==> config.mk <==
export PLATFORM = sky130hd
export DESIGN_NAME = waveform_buffer_reader
export DESIGN_NICKNAME = d
export VERILOG_FILES = /design/src/rtl/waveform_buffer_reader.sv
export SDC_FILE = /design/constraint.sdc
export NUM_CORES = 1
export LEC_CHECK = 0
export ABC_AREA = 1
export BUFFER_PORTS_ARGS = -buffer_cell sky130_fd_sc_hd__buf_2
export CAP_MARGIN = 20
export CORE_ASPECT_RATIO = 0.7
export CORE_MARGIN = 8
export CORE_UTILIZATION = 39
export DETAILED_ROUTE_END_ITERATION = 8
export GPL_TIMING_DRIVEN = 0
export PLACE_DENSITY_LB_ADDON = 0.15
export SLEW_MARGIN = 20
export SYNTH_ARGS = -nofsm -noshare
export SYNTH_HDL_FRONTEND = slang
export SYNTH_SLANG_ARGS = --single-unit
==> constraint.sdc <==
create_clock -name clk -period 4.75 [get_ports clk]
set_input_delay 0.475 -clock clk [delete_from_list [all_inputs] [get_ports clk]]
set_output_delay 0.475 -clock clk [all_outputs]
set_load 0.01 [all_outputs]
==> src/rtl/waveform_buffer_reader.sv <==
// Read-side engine for the waveform buffer. It pops headers, fetches buffer lines and streams 21-bit words.
// Optional build macro WVB_READER_EOE_CHECK_EN adds a sticky EOE consistency check (eoe_err).
module waveform_buffer_reader #(
  parameter int P_DATA_WIDTH = 85,
  parameter int P_WORD_WIDTH = 21,
  parameter int P_ADR_WIDTH  = 10,
  parameter int P_HDR_WIDTH  = 104
) (
  input  logic                    clk,
  input  logic                    rst_n,
  input  logic                    hdr_empty,
  input  logic [P_HDR_WIDTH-1:0]  hdr_data,
  output logic                    hdr_rdreq,
  output logic [P_ADR_WIDTH-1:0]  wvb_rd_addr,
  input  logic [P_DATA_WIDTH-1:0] wvb_data,
  output logic [P_HDR_WIDTH-1:0]  out_hdr,
  output logic [P_WORD_WIDTH-1:0] out_data,
  output logic                    out_valid,
  input  logic                    out_ready,
  output logic                    out_sop,
  output logic                    out_eop,
  output logic                    rd_done,
  output logic [P_ADR_WIDTH-1:0]  rd_done_addr,
  output logic                    eoe_err
);

  localparam int unsigned LINE_WORDS = 4;
  localparam int unsigned REST_W     = (LINE_WORDS - 1) * P_WORD_WIDTH;

  typedef enum logic [2:0] {
    S_IDLE  = 3'd0,
    S_POP   = 3'd1,
    S_LATCH = 3'd2,
    S_FETCH = 3'd3,
    S_WAIT  = 3'd4,
    S_EMIT  = 3'd5
  } state_t;

  state_t                  state_q;
  state_t                  state_next;
  logic [P_ADR_WIDTH-1:0]  addr_q;
  logic [P_ADR_WIDTH-1:0]  stop_addr;
  logic [REST_W-1:0]       rest_q;
  logic [1:0]              idx_q;
  logic                    first_q;
  logic                    accept;
  logic                    last_word;
  logic                    at_stop;

  assign stop_addr   = out_hdr[2*P_ADR_WIDTH-1:P_ADR_WIDTH];
  assign wvb_rd_addr = addr_q;

  // State register
  always_ff @(posedge clk or negedge rst_n) begin
    if (!rst_n) begin
      state_q <= S_IDLE;
    end else begin
      state_q <= state_next;
    end
  end

  // Next-state logic
  always_comb begin
    state_next = state_q;
    case (state_q)
      S_IDLE:  if (!hdr_empty) state_next = S_POP;
      S_POP:   state_next = S_LATCH;
      S_LATCH: state_next = S_FETCH;
      S_FETCH: state_next = S_WAIT;
      S_WAIT:  state_next = S_EMIT;
      S_EMIT: begin
        if (accept && last_word) state_next = at_stop ? S_IDLE : S_FETCH;
      end
      default: state_next = S_IDLE;
    endcase
  end

  // Decoded controls; the pop request is held off while reset is asserted
  always_comb begin
    hdr_rdreq = 1'b0;
    accept    = 1'b0;
    last_word = (idx_q == 2'd3);
    at_stop   = (addr_q == stop_addr);
    if (state_q == S_IDLE) hdr_rdreq = rst_n && !hdr_empty;
    if (state_q == S_EMIT) accept = out_valid && out_ready;
  end

  // Datapath: header latch, line unpack and stream handshake
  always_ff @(posedge clk or negedge rst_n) begin
    if (!rst_n) begin
      addr_q       <= '0;
      rest_q       <= '0;
      idx_q        <= '0;
      first_q      <= 1'b0;
      out_hdr      <= '0;
      out_data     <= '0;
      out_valid    <= 1'b0;
      out_sop      <= 1'b0;
      out_eop      <= 1'b0;
      rd_done      <= 1'b0;
      rd_done_addr <= '0;
    end else begin
      rd_done <= 1'b0;
      case (state_q)
        S_LATCH: begin
          out_hdr <= hdr_data;
          addr_q  <= hdr_data[P_ADR_WIDTH-1:0];
          first_q <= 1'b1;
        end
        S_WAIT: begin
          out_data  <= wvb_data[P_WORD_WIDTH:1];
          rest_q    <= wvb_data[P_DATA_WIDTH-1:P_WORD_WIDTH+1];
          idx_q     <= 2'd0;
          out_valid <= 1'b1;
          out_sop   <= first_q;
          out_eop   <= 1'b0;
          first_q   <= 1'b0;
        end
        S_EMIT: begin
          if (accept) begin
            idx_q   <= 2'(idx_q + 2'd1);
            out_sop <= 1'b0;
            if (last_word) begin
              out_valid <= 1'b0;
              out_eop   <= 1'b0;
              if (at_stop) begin
                rd_done      <= 1'b1;
                rd_done_addr <= addr_q;
              end else begin
                addr_q <= P_ADR_WIDTH'(addr_q + P_ADR_WIDTH'(1));
              end
            end else begin
              out_data <= rest_q[P_WORD_WIDTH-1:0];
              rest_q   <= rest_q >> P_WORD_WIDTH;
              out_eop  <= at_stop && (idx_q == 2'd2);
            end
          end
        end
        default: ;
      endcase
    end
  end

`ifdef WVB_READER_EOE_CHECK_EN
  // EOE must be set exactly on the stop line; a mismatch latches until reset
  always_ff @(posedge clk or negedge rst_n) begin
    if (!rst_n) begin
      eoe_err <= 1'b0;
    end else if ((state_q == S_WAIT) && (wvb_data[0] != at_stop)) begin
      eoe_err <= 1'b1;
    end
  end
`else
  logic unused_eoe;
  assign unused_eoe = wvb_data[0];
  assign eoe_err    = 1'b0;
`endif

endmodule

**After elaboration in Yosys (flattened, before gate mapping)**

Index checks and enable logic that the tools add are counted.

- Memories kept: 0
- Input bits: 193
- RAM bits: 0
- Word-level logic and storage cells: 74
- Register bits: 218
- ROM bits: 0
- Latch bits: 0

- $add $sub $neg: 2
- Multipliers: 0
- Reductions and logical operators: 15
- Magnitude comparators: 0
- Divide/modulo/power cells: 0
- Bitwise operators: 0
- Shift operators: 0
- Mux-type cells: 31
- Equality and inequality tests: 14

Operators with widths:

| cell | count |
|---|---|
| 2-to-1 mux 63 bit | 2 |
| case mux 63 bit (2 select lines) | 1 |
| 2-to-1 mux 21 bit | 2 |
| case mux 21 bit (2 select lines) | 1 |
| 2-to-1 mux 10 bit | 3 |
| case mux 10 bit (2 select lines) | 1 |
| case mux 3 bit (6 select lines) | 1 |
| != test 2 bit, second input constant | 6 |
| 2-to-1 mux 1 bit | 11 |
| adder 10 x 1 -> 10 bit, second input constant | 1 |
| equality test 10 bit | 1 |
| case mux 1 bit (2 select lines) | 4 |
| AND reduction 4 bit | 2 |
| equality test 3 x 2 -> 1 bit, second input constant | 2 |
| equality test 3 bit, second input constant | 2 |
| 2-to-1 mux 3 bit | 2 |
| AND reduction 3 bit | 2 |
| nonzero test 2 bit | 3 |
| equality test 2 bit, second input constant | 2 |
| logical AND 1 bit | 4 |
| 2-to-1 mux 2 bit | 2 |
| case mux 2 bit (2 select lines) | 1 |
| AND reduction 2 bit | 2 |
| equality test 3 x 1 -> 1 bit, second input constant | 1 |
| other kinds (3) | 3 |

**Logic depth before layout (Yosys ltp)**

Gate-level depths: netlist (run 1).

- Depth in word-level cells: 5
- Mapped depth: 12

**Least setup slack after synthesis (run 1)**

No wires, ideal clock.

- Path kind: flip-flop to flip-flop
- From: reg state_q[2]
- To: reg out_hdr[23]
- Arrival: 1367 ps
- Slack: 3258 ps
- Cell stages (with the launch flop): 6
- Setup time: 125 ps
- Clock period less this slack: 1492 ps
- Cell sequence: dfrtp_1 -> nor2_1 -> nand2_1 -> buf_2 -> buf_2 -> mux2_2

- Cells in the longest elaborated chain, start to end: 1

RTL lines:

| what | line | text |
|---|---|---|
| start: declaration | 39 | `state_t state_q;` |
| start signal: assignment | 58 | `state_q <= state_next;` |
| equality test 3 x 2 -> 1 bit | 104 | `case (state_q)` |
| end signal: assignment | 106 | `out_hdr <= hdr_data;` |
| end: declaration | 16 | `output logic [P_HDR_WIDTH-1:0] out_hdr,` |

Every way passes these cells.
A chain may end at the register's enable or synchronous reset.

**Worst setup path after layout (run 1)**

- From: in rst_n
- To: out hdr_rdreq

- Cells in the longest elaborated chain, start to end: 2

RTL lines:

| what | line | text |
|---|---|---|
| start: declaration | 10 | `input logic rst_n,` |
| logical AND 1 bit | 84 | `if (state_q == S_IDLE) hdr_rdreq = rst_n && !hdr_empty;` |
| 2-to-1 mux 1 bit | 84 |  |
| end: declaration | 13 | `output logic hdr_rdreq,` |

Every way passes these cells.

==> results.tsv, run 1 <==
metric	value	unit
yosys warns	0	
crit path time final	3110	ps
drt wl/cell	17.7	microns
Syn Std Cell Area	0.00918	sq mm
port bufs	341	
Crit Path Category	in2out	
most frequent cells in the layout	buf_2 (367), nand2_1 (222), dfrtp_1 (218)	
largest net degree at the start of global routing	88	
max-slew violations	0	
first-pass detailed-route iteration total	4	
Max Freq	322	MHz
share of cells above drive strength 1	39.9	%
DR vias	7609	
fill count	2290	
full die area	0.0288	sq mm
Setup Skew	10.6	ps
post_cts resized	0	
maximum vdd drop	0.358	mV
CP arrival	2630	ps
Core Footprint	0.0234	sq mm
endpoint type of the worst setup path	primary output	
number of global-route vias before repair	7898	
FF/Latch Area	0.00546	sq mm
crit-path cells	dlygate4sd3_1, buf_8, buf_16, buf_16, nand2_1, nor2_1, buf_2	
final setup margin	1640	ps
Top cell by count, worst path	buf_16	
CTS max path bufs	3	
Seq/Total Area, Yosys	59.4	%
io pins	344	
chip width	199	microns
Final Net Count	1473	
clock-pin transition on the worst setup and hold timing paths	60	ps
vias per cell	4.72	
Starting DRT DRC Count	312	
H-Tree Depth	1	
Critical Path RT	4280	ps
cells after synthesis	907	
largest cells by area after synthesis	dfrtp_1 (59%), mux2_2 (12%), nand2_1 (9.1%)	
outcome	complete, no violations	
Layout Cells excl Fill	1611	
area share of the largest cell type after synthesis	59.4	%
Slew Limit Headroom	56.9	%
slew of the pin with the lowest slew margin	646	ps
Leak	6.06	nW
RSZ-0062 raised after global routing	no	
Initial Utilization	39.2	%
syn_area_per_cell	10.1	sq um
Synth Net Count	1103	
global-route wire length before repair	44400	microns
Slowest cell on crit path	dlygate4sd3_1	
Post-route DRC	0	
MaxCap Viol Count	0	
placer congestion estimate	0.800	
Crit path max-delay family	buffers and inverters	
clk root buf	clkbuf_16	
crit-path max FO	87	
Hold Vio Cnt, Final	0	
total track usage	19.6	%
worst min path class	in2reg	
max incr delay on CP	560	ps
Total Wirelength	28600	microns
DPL Wire Length	22100	microns
Place WS	2110	ps
# setup viols final	0	
commonest non-fill, non-tap cell in the layout	buf_2	
Placed Cells	1568	
flops & latches, synth	218	
footprint of the multi-input gates	0.00323	sq mm
Area Growth Syn to Fin	32.5	%
Netlist cell types	28	
final worst path period share	65.5	%
antenna violations before repair	5	
Die H	144	microns
antenna-violating nets left	0	
clock sink total	218	
Clock Latency Late Sink	510	ps
CTS tree	done	
final global-route overflow total	0	
Num CTS Buffers	24	
CP startpoint kind	input pin	
std cell rows	47	
CP Buf/Inv Count	5	
post-synth top area cell	dfrtp_1	
PD cells	699	mW/mm^2
## per-layer routing
metal  wire length [microns]  track usage [%]  up-vias  part of all wire [%]
li1                        -                -     3718                     -
met1                   12600             25.9     3593                    44
met2                   12800             31.0      247                    45
met3                    2590             6.86       43                   9.1
met4                     501             3.78        8                   1.8
met5                      55                0        -                  0.19
## worst register-to-register path, cell delays in order, from the launching register on
cell	delay, ps
dfrtp_1	450
nor2_1	80
nand2_1	250
buf_2	310
clkbuf_1	540
o21ai_0	150
## worst paths after layout
path | slack, ps | startpoint | cells past startpoint | to
max in group asynchronous | 3110 | rst_n | 4 | out_hdr[26]
hold reg to reg | 470 | rd_done_addr[7] | 2 | rd_done_addr[7]
min in group asynchronous | 500 | rst_n | 2 | out_data[6]
hold / removal | 180 | wvb_data[72] | 3 | rest_q[50]
setup reg to reg | 2830 | state_q[2] | 5 | out_hdr[6]
setup / recovery | 1640 | rst_n | 7 | hdr_rdreq
## layout make-up
cell class / instances / area share [%]
Buffer: 52 / 2.38
Antenna cell: 1 / 0.0206
Sequential cell: 218 / 44.8
Inverter: 56 / 1.73
Clock buffer: 35 / 5.70
Clock inverter: 6 / 0.864
Timing Repair Buffer: 344 / 14.6
Multi-Input combinational cell: 581 / 26.5
Tap cell: 318 / 3.27
## repair_timing
action | in CTS | in global routing
setup buffers | 0 | 0
hold endpoints to repair | 70 | 0
hold buffers | 1 | 0
## through the flow
| step | utilization, % | cell area, sq um | total power, mW | hold WS (ps) | TNS, ps |
|---|---|---|---|---|---|
| 6_report | 52.0 | 12200 | 8.50 | 178 | 0 |
| 5_1_grt | 52.0 | 12200 | 9.14 | 177 | 0 |
| 4_1_cts | 52.0 | 12200 | 8.61 | 154 | 0 |
| 3_5_place_dp | 48.5 | 11400 | 6.67 | 465 | 0 |
| 3_3_place_gp | 48.2 | 11300 | 6.59 | 463 | -157460 |
| 2_1_floorplan | - | 9180 | 5.28 | 179 | 0 |
## logic make-up after synthesis
logic type	after synthesis	share of synthesized area, %
mux	94	11.5
fa+ha+maj	3	0.409
flops	218	59.4
simple gates	331	14.0
compound gates	147	8.72
other cells	1	0.0408
xor+xnor	5	0.477
buf+inv	108	5.44
## where the power goes
part | switching [mW] | internal (mW)
Sequential | 0.473 | 2.73
Combinational | 1.91 | 1.48
Clock | 0.733 | 1.17
## flip-flops by register name (all words and copies together), names as in the netlist, 2 cells and up
register      flops
out_data         21
out_hdr         104
idx_q             2
rd_done_addr     10
rest_q           63
state_q           3
wvb_rd_addr      10
## synth_stat cells (all sizes together)
cell / n
conb: 1
nand2: 223
a21oi: 33
o211ai: 2
nor2: 87
inv: 56
nand3: 19
ha: 3
o21ai: 69
nand4: 1
a22oi: 1
dfrtp: 218
mux2: 94
buf: 39
nor3: 1
a31oi: 41
o31ai: 1
xnor2: 5
clkbuf: 13
(Power assumes the default switching activity.)
==> run 2: changes to the inputs <==
- ABC_AREA: 1 -> 0
- clock period: 4.75 -> 2.9 ns (I/O delays scaled with it)
==> run 2 against run 1 <==
Hold slack lost 160 ps. Critical path depth shrank 1. Area after synthesis shrank 1.6%. Highest routed layer unchanged. Combinational power grew 53%. Clock power grew 52%. Die area shrank 1.4%. Critical path type is now reg2reg.
==> results.tsv, run 2 <==
metric	value	unit	change
DR vias	8622		was 7609
H-Tree Depth	1		unchanged
clock-pin transition on the worst setup and hold timing paths	60	ps	about the same
biggest regs	out_hdr (104), rest_q (63), out_data (21)		unchanged
Syn Std Cell Area	0.00904	sq mm	was 0.00918 sq mm
Setup Skew	12.1	ps	was 10.6 ps
max-slew violations	0		unchanged
Total Wirelength	31500	microns	was 28600 microns
slew of the pin with the lowest slew margin	1080	ps	was 646 ps
Slew Limit Headroom	27.5	%	was 56.9%
FF/Latch Area	0.00546	sq mm	unchanged
Post-route DRC	0		unchanged
yosys warns	0		unchanged
PD cells	1030	mW/mm^2	was 699 mW/mm^2
Synth Net Count	1191		was 1103
clock sink total	218		unchanged
count leader, synth	nand2_1		unchanged
final hold slack	13.6	ps	was 178 ps
DPL Wire Length	23000	microns	was 22100 microns
Comb power frac	38.5	%	was 39.9%
Seq/Total Area, Yosys	60.4	%	was 59.4%
full die area	0.0284	sq mm	was 0.0288 sq mm
CP startpoint kind	flip-flop		was input pin
syn_area_per_cell	9.08	sq um	was 10.1 sq um
Critical Path RT	3290	ps	was 4280 ps
final worst path period share	94.1	%	
endpoint type of the worst setup path	flip-flop		was primary output
CTS tree	done		unchanged
Post-Route Utilization	57.4	%	was 52.0%
number of global-route vias before repair	8818		was 7898
Clk pwr share	21.5	%	was 22.4%
Synth Flop Type	dfrtp_1		unchanged
Post-synth EDFFs	0		unchanged
largest cells by area after synthesis	dfrtp_1 (60%), nand2_1 (19%), a31oi_1 (4.6%)		was dfrtp_1 (59%), mux2_2 (12%), nand2_1 (9.1%)
port bufs	341		unchanged
final global-route overflow total	0		unchanged
Starting DRT DRC Count	411		was 312
reg2reg path depth	6		was 5
# setup viols final	0		unchanged
global-route wire length before repair	48800	microns	was 44400 microns
CTS max path bufs	3		unchanged
Crit Path Category	reg2reg		was in2out
post-synth top area cell	dfrtp_1		unchanged
Seq pwr share	40.0	%	was 37.7%
max reg flops	104		unchanged
worst min path class	in2reg		unchanged
register name with the most flops	out_hdr		unchanged
first-pass detailed-route iteration total	5		was 4
std cell rows	46		was 47
most frequent cells in the layout	nand2_1 (449), buf_2 (340), dfrtp_1 (218)		was buf_2 (367), nand2_1 (222), dfrtp_1 (218)
io pins	344		unchanged
placer congestion estimate	0.803		was 0.800
Initial Utilization	39.9	%	was 39.2%
antenna violations before repair	3		was 5
most frequent cells after synthesis	nand2_1 (449), dfrtp_1 (218), nor2_1 (81), a31oi_1 (66), clkbuf_1 (54)		was nand2_1 (222), dfrtp_1 (218), mux2_2 (94), nor2_1 (86), o21ai_0 (62)
Int Power	8.22	mW	was 5.38 mW
chip width	198	microns	was 199 microns
largest net degree at the start of global routing	93		was 88
Core Footprint	0.0227	sq mm	was 0.0234 sq mm
fill count	2064		was 2290
crit-path max FO	10		was 87
TNS Setup	0	ps	unchanged
outcome	complete, no violations		unchanged
Layout Cells excl Fill	1796		was 1611
footprint of the multi-input gates	0.00331	sq mm	was 0.00323 sq mm
crit path time final	2730	ps	
maximum vdd drop	0.613	mV	was 0.358 mV
Netlist cell types	40		was 28
total track usage	21.5	%	was 19.6%
Final Net Count	1666		was 1473
Placed Cells	1650		was 1568
cells after synthesis	995		was 907
Area Growth Syn to Fin	44.0	%	was 32.5%
Clock Latency Late Sink	500	ps	was 510 ps
drt wl/cell	17.6	microns	was 17.7 microns
commonest non-fill, non-tap cell in the layout	nand2_1		was buf_2
Leak	6.75	nW	was 6.06 nW
antenna-violating nets left	0		unchanged
vias per cell	4.80		was 4.72
area share of the largest cell type after synthesis	60.4	%	was 59.4%
Max Freq	367	MHz	
Sw Share	38.9	%	was 36.7%
Num CTS Buffers	23		was 24
RSZ-0062 raised after global routing	no		unchanged
share of cells above drive strength 1	26.7	%	was 39.9%
Die H	143	microns	was 144 microns
clk root buf	clkbuf_16		unchanged
flops & latches, synth	218		unchanged
async set-or-reset flop fraction in the synthesized netlist	100	%	unchanged
Hold Vio Cnt, Final	0		unchanged
Net Sw Power	5.22	mW	was 3.12 mW
CP arrival	3120	ps	was 2630 ps
hold path cells	3		unchanged
MaxCap Viol Count	0		unchanged
[run 2: power groups by stage]
stage	registers, mW	clock network [mW]	logic (mW)
after detailed placement	5.37	0	5.10
final	5.38	2.89	5.18
after floorplan	5.65	0	2.60
after global placement	5.34	0	5.00
after CTS	5.35	2.95	5.22
after global routing	5.55	3.08	5.84
[run 2: what timing repair did]
| item | 4_1_cts | 5_1_grt |
|---|---|---|
| resized for setup | 0 | 1 |
| endpoints found under the hold margin | 153 | 0 |
| buffers inserted | 0 | 0 |
| hold buffers | 106 | 0 |
| endpoints found under the setup margin | 0 | 2 |
[run 2: worst max-delay path, cell delays in order (launching register included)]
cell	delay, ps
dfrtp_1	400
buf_6	160
xor2_1	150
a221o_1	290
o41ai_2	930
nand2_2	330
mux2_2	350
[run 2: kinds of logic (layout without fill, tap and decap cells)]
logic type,count (synthesis),after routing,share of synthesized area (%)
other,1,2,0.0415
buffers and inverters,69,557,3.07
AOI/OAI and AO/OA,131,131,9.79
adders and majority gates,3,3,0.415
xor gates and xnor gates,8,8,0.775
DFF,218,218,60.4
and+or+nand+nor,554,554,23.8
muxes,11,11,1.74
[run 2: final timing paths]
kind                                   to            from  slack, ps
hold / removal                out_hdr[16]    hdr_data[16]         10
setup / recovery           wvb_rd_addr[1]  wvb_rd_addr[0]        170
max in group asynchronous       rest_q[7]           rst_n       1590
setup reg to reg           wvb_rd_addr[1]  wvb_rd_addr[0]        170
min in group asynchronous     out_hdr[92]           rst_n        290
hold reg to reg               out_hdr[61]     out_hdr[61]        470
[run 2: metal layers]
layer  routed length, microns  global-route usage (%)  vias to the layer above
li1                         -                       -                     4203
met1                    14400                    30.5                     4047
met2                    13800                    32.1                      317
met3                     2620                    6.03                       51
met4                      718                    5.02                        4
met5                       27                       0                        -
[run 2: layout make-up]
type                    instances  share of cell area, %
flip-flops and latches        218                   41.9
well taps                     312                   3.00
clock buffers                  32                   4.91
plain buffers                  62                   1.93
inverters                       7                  0.202
repair buffers                450                   22.0
diodes                          1                 0.0192
clock inverters                 6                  0.616
multi-input cells             708                   25.4
[run 2: through the flow]
step	power [mW]	instance area [sq um]	setup slack, ps
floorplan	8.25	9040	496
global placement	10.3	11100	-2370
detailed placement	10.5	11200	93.7
CTS	13.5	13000	100
global route	14.5	13000	29.6
finish	13.4	13000	172
==> run 3: changes to the inputs <==
- PLACE_DENSITY: not set -> 0.66
- PLACE_DENSITY_LB_ADDON: 0.15 -> not set
- clock period: 2.9 -> 3.32 ns (I/O delays scaled with it)
==> run 3 against run 2 <==
Flip-flop and latch count unchanged. Final cell count fell by 5.6%. Clock-buffer cell count is 3 lower. Largest cell class unchanged.
==> results.tsv, run 3 (synthesis results as in run 2) <==
metric	value	unit	change
outcome	complete, no violations		unchanged
share of cells above drive strength 1	28.9	%	was 26.7%
DPL Wire Length	23000	microns	about the same
clock-pin transition on the worst setup and hold timing paths	60	ps	about the same
antenna-violating nets left	0		unchanged
Post-route DRC	0		unchanged
largest net degree at the start of global routing	95		was 93
Leak	6.30	nW	was 6.75 nW
std cell rows	46		unchanged
max reg flops	104		unchanged
final hold slack	20.8	ps	was 13.6 ps
slew of the pin with the lowest slew margin	982	ps	was 1080 ps
clk root buf	clkbuf_16		unchanged
hold path endpoint	out_hdr[34]		was out_hdr[16]
Die H	143	microns	unchanged
chip width	198	microns	unchanged
port bufs	341		unchanged
R2R Setup Slk	560	ps	was 170 ps
hold path cells	3		unchanged
Slew Limit Headroom	33.8	%	was 27.5%
CP startpoint kind	input pin		was flip-flop
crit path time final	2820	ps	
Crit Path Category	in2out		was reg2reg
drt wl/cell	17.5	microns	was 17.6 microns
max-slew violations	0		unchanged
Hold Vio Cnt, Final	0		unchanged
vias per cell	4.81		was 4.80
biggest regs	out_hdr (104), rest_q (63), out_data (21)		unchanged
clock sink total	218		unchanged
DR vias	8151		was 8622
register name with the most flops	out_hdr		unchanged
Final Net Count	1560		was 1666
# setup viols final	0		unchanged
final worst path period share	85.0	%	
CP arrival	2490	ps	was 3120 ps
first-pass detailed-route iteration total	4		was 5
full die area	0.0284	sq mm	unchanged
reg2reg path depth	5		was 6
CTS max path bufs	3		unchanged
worst min path class	in2reg		unchanged
most frequent cells in the layout	nand2_1 (449), buf_2 (340), dfrtp_1 (218)		unchanged
Critical Path RT	2990	ps	was 3290 ps
RSZ-0062 raised after global routing	no		unchanged
MaxCap Viol Count	0		unchanged
total power	11.6	mW	was 13.4 mW
antenna violations before repair	9		was 3
final global-route overflow total	0		unchanged
global-route wire length before repair	45800	microns	was 48800 microns
endpoint type of the worst setup path	primary output		was flip-flop
H-Tree Depth	1		unchanged
Num CTS Buffers	23		unchanged
total track usage	20.3	%	was 21.5%
PD cells	972	mW/mm^2	was 1030 mW/mm^2
Area Growth Syn to Fin	32.3	%	was 44.0%
worst reg2reg path endpoint	out_eop		was wvb_rd_addr[1]
io pins	344		unchanged
number of global-route vias before repair	8308		was 8818
Clock Latency Late Sink	490	ps	was 500 ps
worst r2r src	state_q[1]		was wvb_rd_addr[0]
placer congestion estimate	0.867		was 0.803
crit-path max FO	94		was 10
maximum vdd drop	0.554	mV	was 0.613 mV
worst hold start	hdr_data[34]		was hdr_data[16]
Total Wirelength	29700	microns	was 31500 microns
CTS tree	done		unchanged
Initial Utilization	39.9	%	unchanged
Setup Skew	5.00	ps	was 12.1 ps
Starting DRT DRC Count	515		was 411
Max Freq	354	MHz	
commonest non-fill, non-tap cell in the layout	nand2_1		unchanged
Core Footprint	0.0227	sq mm	unchanged
## run 3: through the flow
stage / worst slack, ps / utilization, % / cell area (sq um) / setup TNS (ps) / instances
6_report: 499 / 52.7 / 12000 / 0 / 1696
2_1_floorplan: 916 / - / 9040 / 0 / 995
3_5_place_dp: 527 / 49.4 / 11200 / 0 / 1650
5_1_grt: 241 / 52.7 / 12000 / 0 / 1696
3_3_place_gp: -1930 / 49.1 / 11100 / -416630 / 1648
4_1_cts: 420 / 52.7 / 11900 / 0 / 1692
## run 3: cell type report
cell class | instances | area [sq um]
inverters | 7 | 26.3
fillers | 2190 | 10700
repair buffers | 344 | 1780
clock buffers | 29 | 618
multi-input cells | 708 | 3300
flip-flops and latches | 218 | 5460
well taps | 312 | 390
plain buffers | 62 | 251
clock inverters | 12 | 118
diodes | 4 | 10.0
## run 3: layer usage
| layer | GRT usage (%) | share of wire, % | up-vias |
|---|---|---|---|
| li1 | - | - | 3991 |
| met1 | 27.6 | 44 | 3828 |
| met2 | 31.3 | 45 | 274 |
| met3 | 6.33 | 8.4 | 48 |
| met4 | 4.98 | 2.0 | 10 |
| met5 | 0 | 0.18 | - |
## run 3: worst max-delay path by stage
| stage | endpoint | startpoint | cells after the start |
|---|---|---|---|
| after floorplan | rd_done_addr[0] | wvb_rd_addr[0] | 7 |
| after global placement | out_hdr[83] | rst_n | 1 |
| after detailed placement | out_eop | state_q[1] | 5 |
| after CTS | hdr_rdreq | rst_n | 6 |
| after global routing | hdr_rdreq | rst_n | 6 |
| final | hdr_rdreq | rst_n | 6 |
## run 3: timing repair
action,in CTS,in global routing
setup buffers,0,0
resized for setup,0,0
hold endpoints to repair,47,0
hold buffers,1,0
## run 3: power by group
part	internal (mW)	switching, mW	leakage, nW	total (mW)
combinational	1.72	2.68	3.32	4.40
sequential	3.89	0.803	2.62	4.69
clock	1.48	1.05	0.359	2.53
## run 3: worst max-delay path, stage by stage
cell	delay, ps
dlygate4sd3_1	570
buf_8	330
buf_16	400
buf_16	360
and3_1	230
buf_2	140
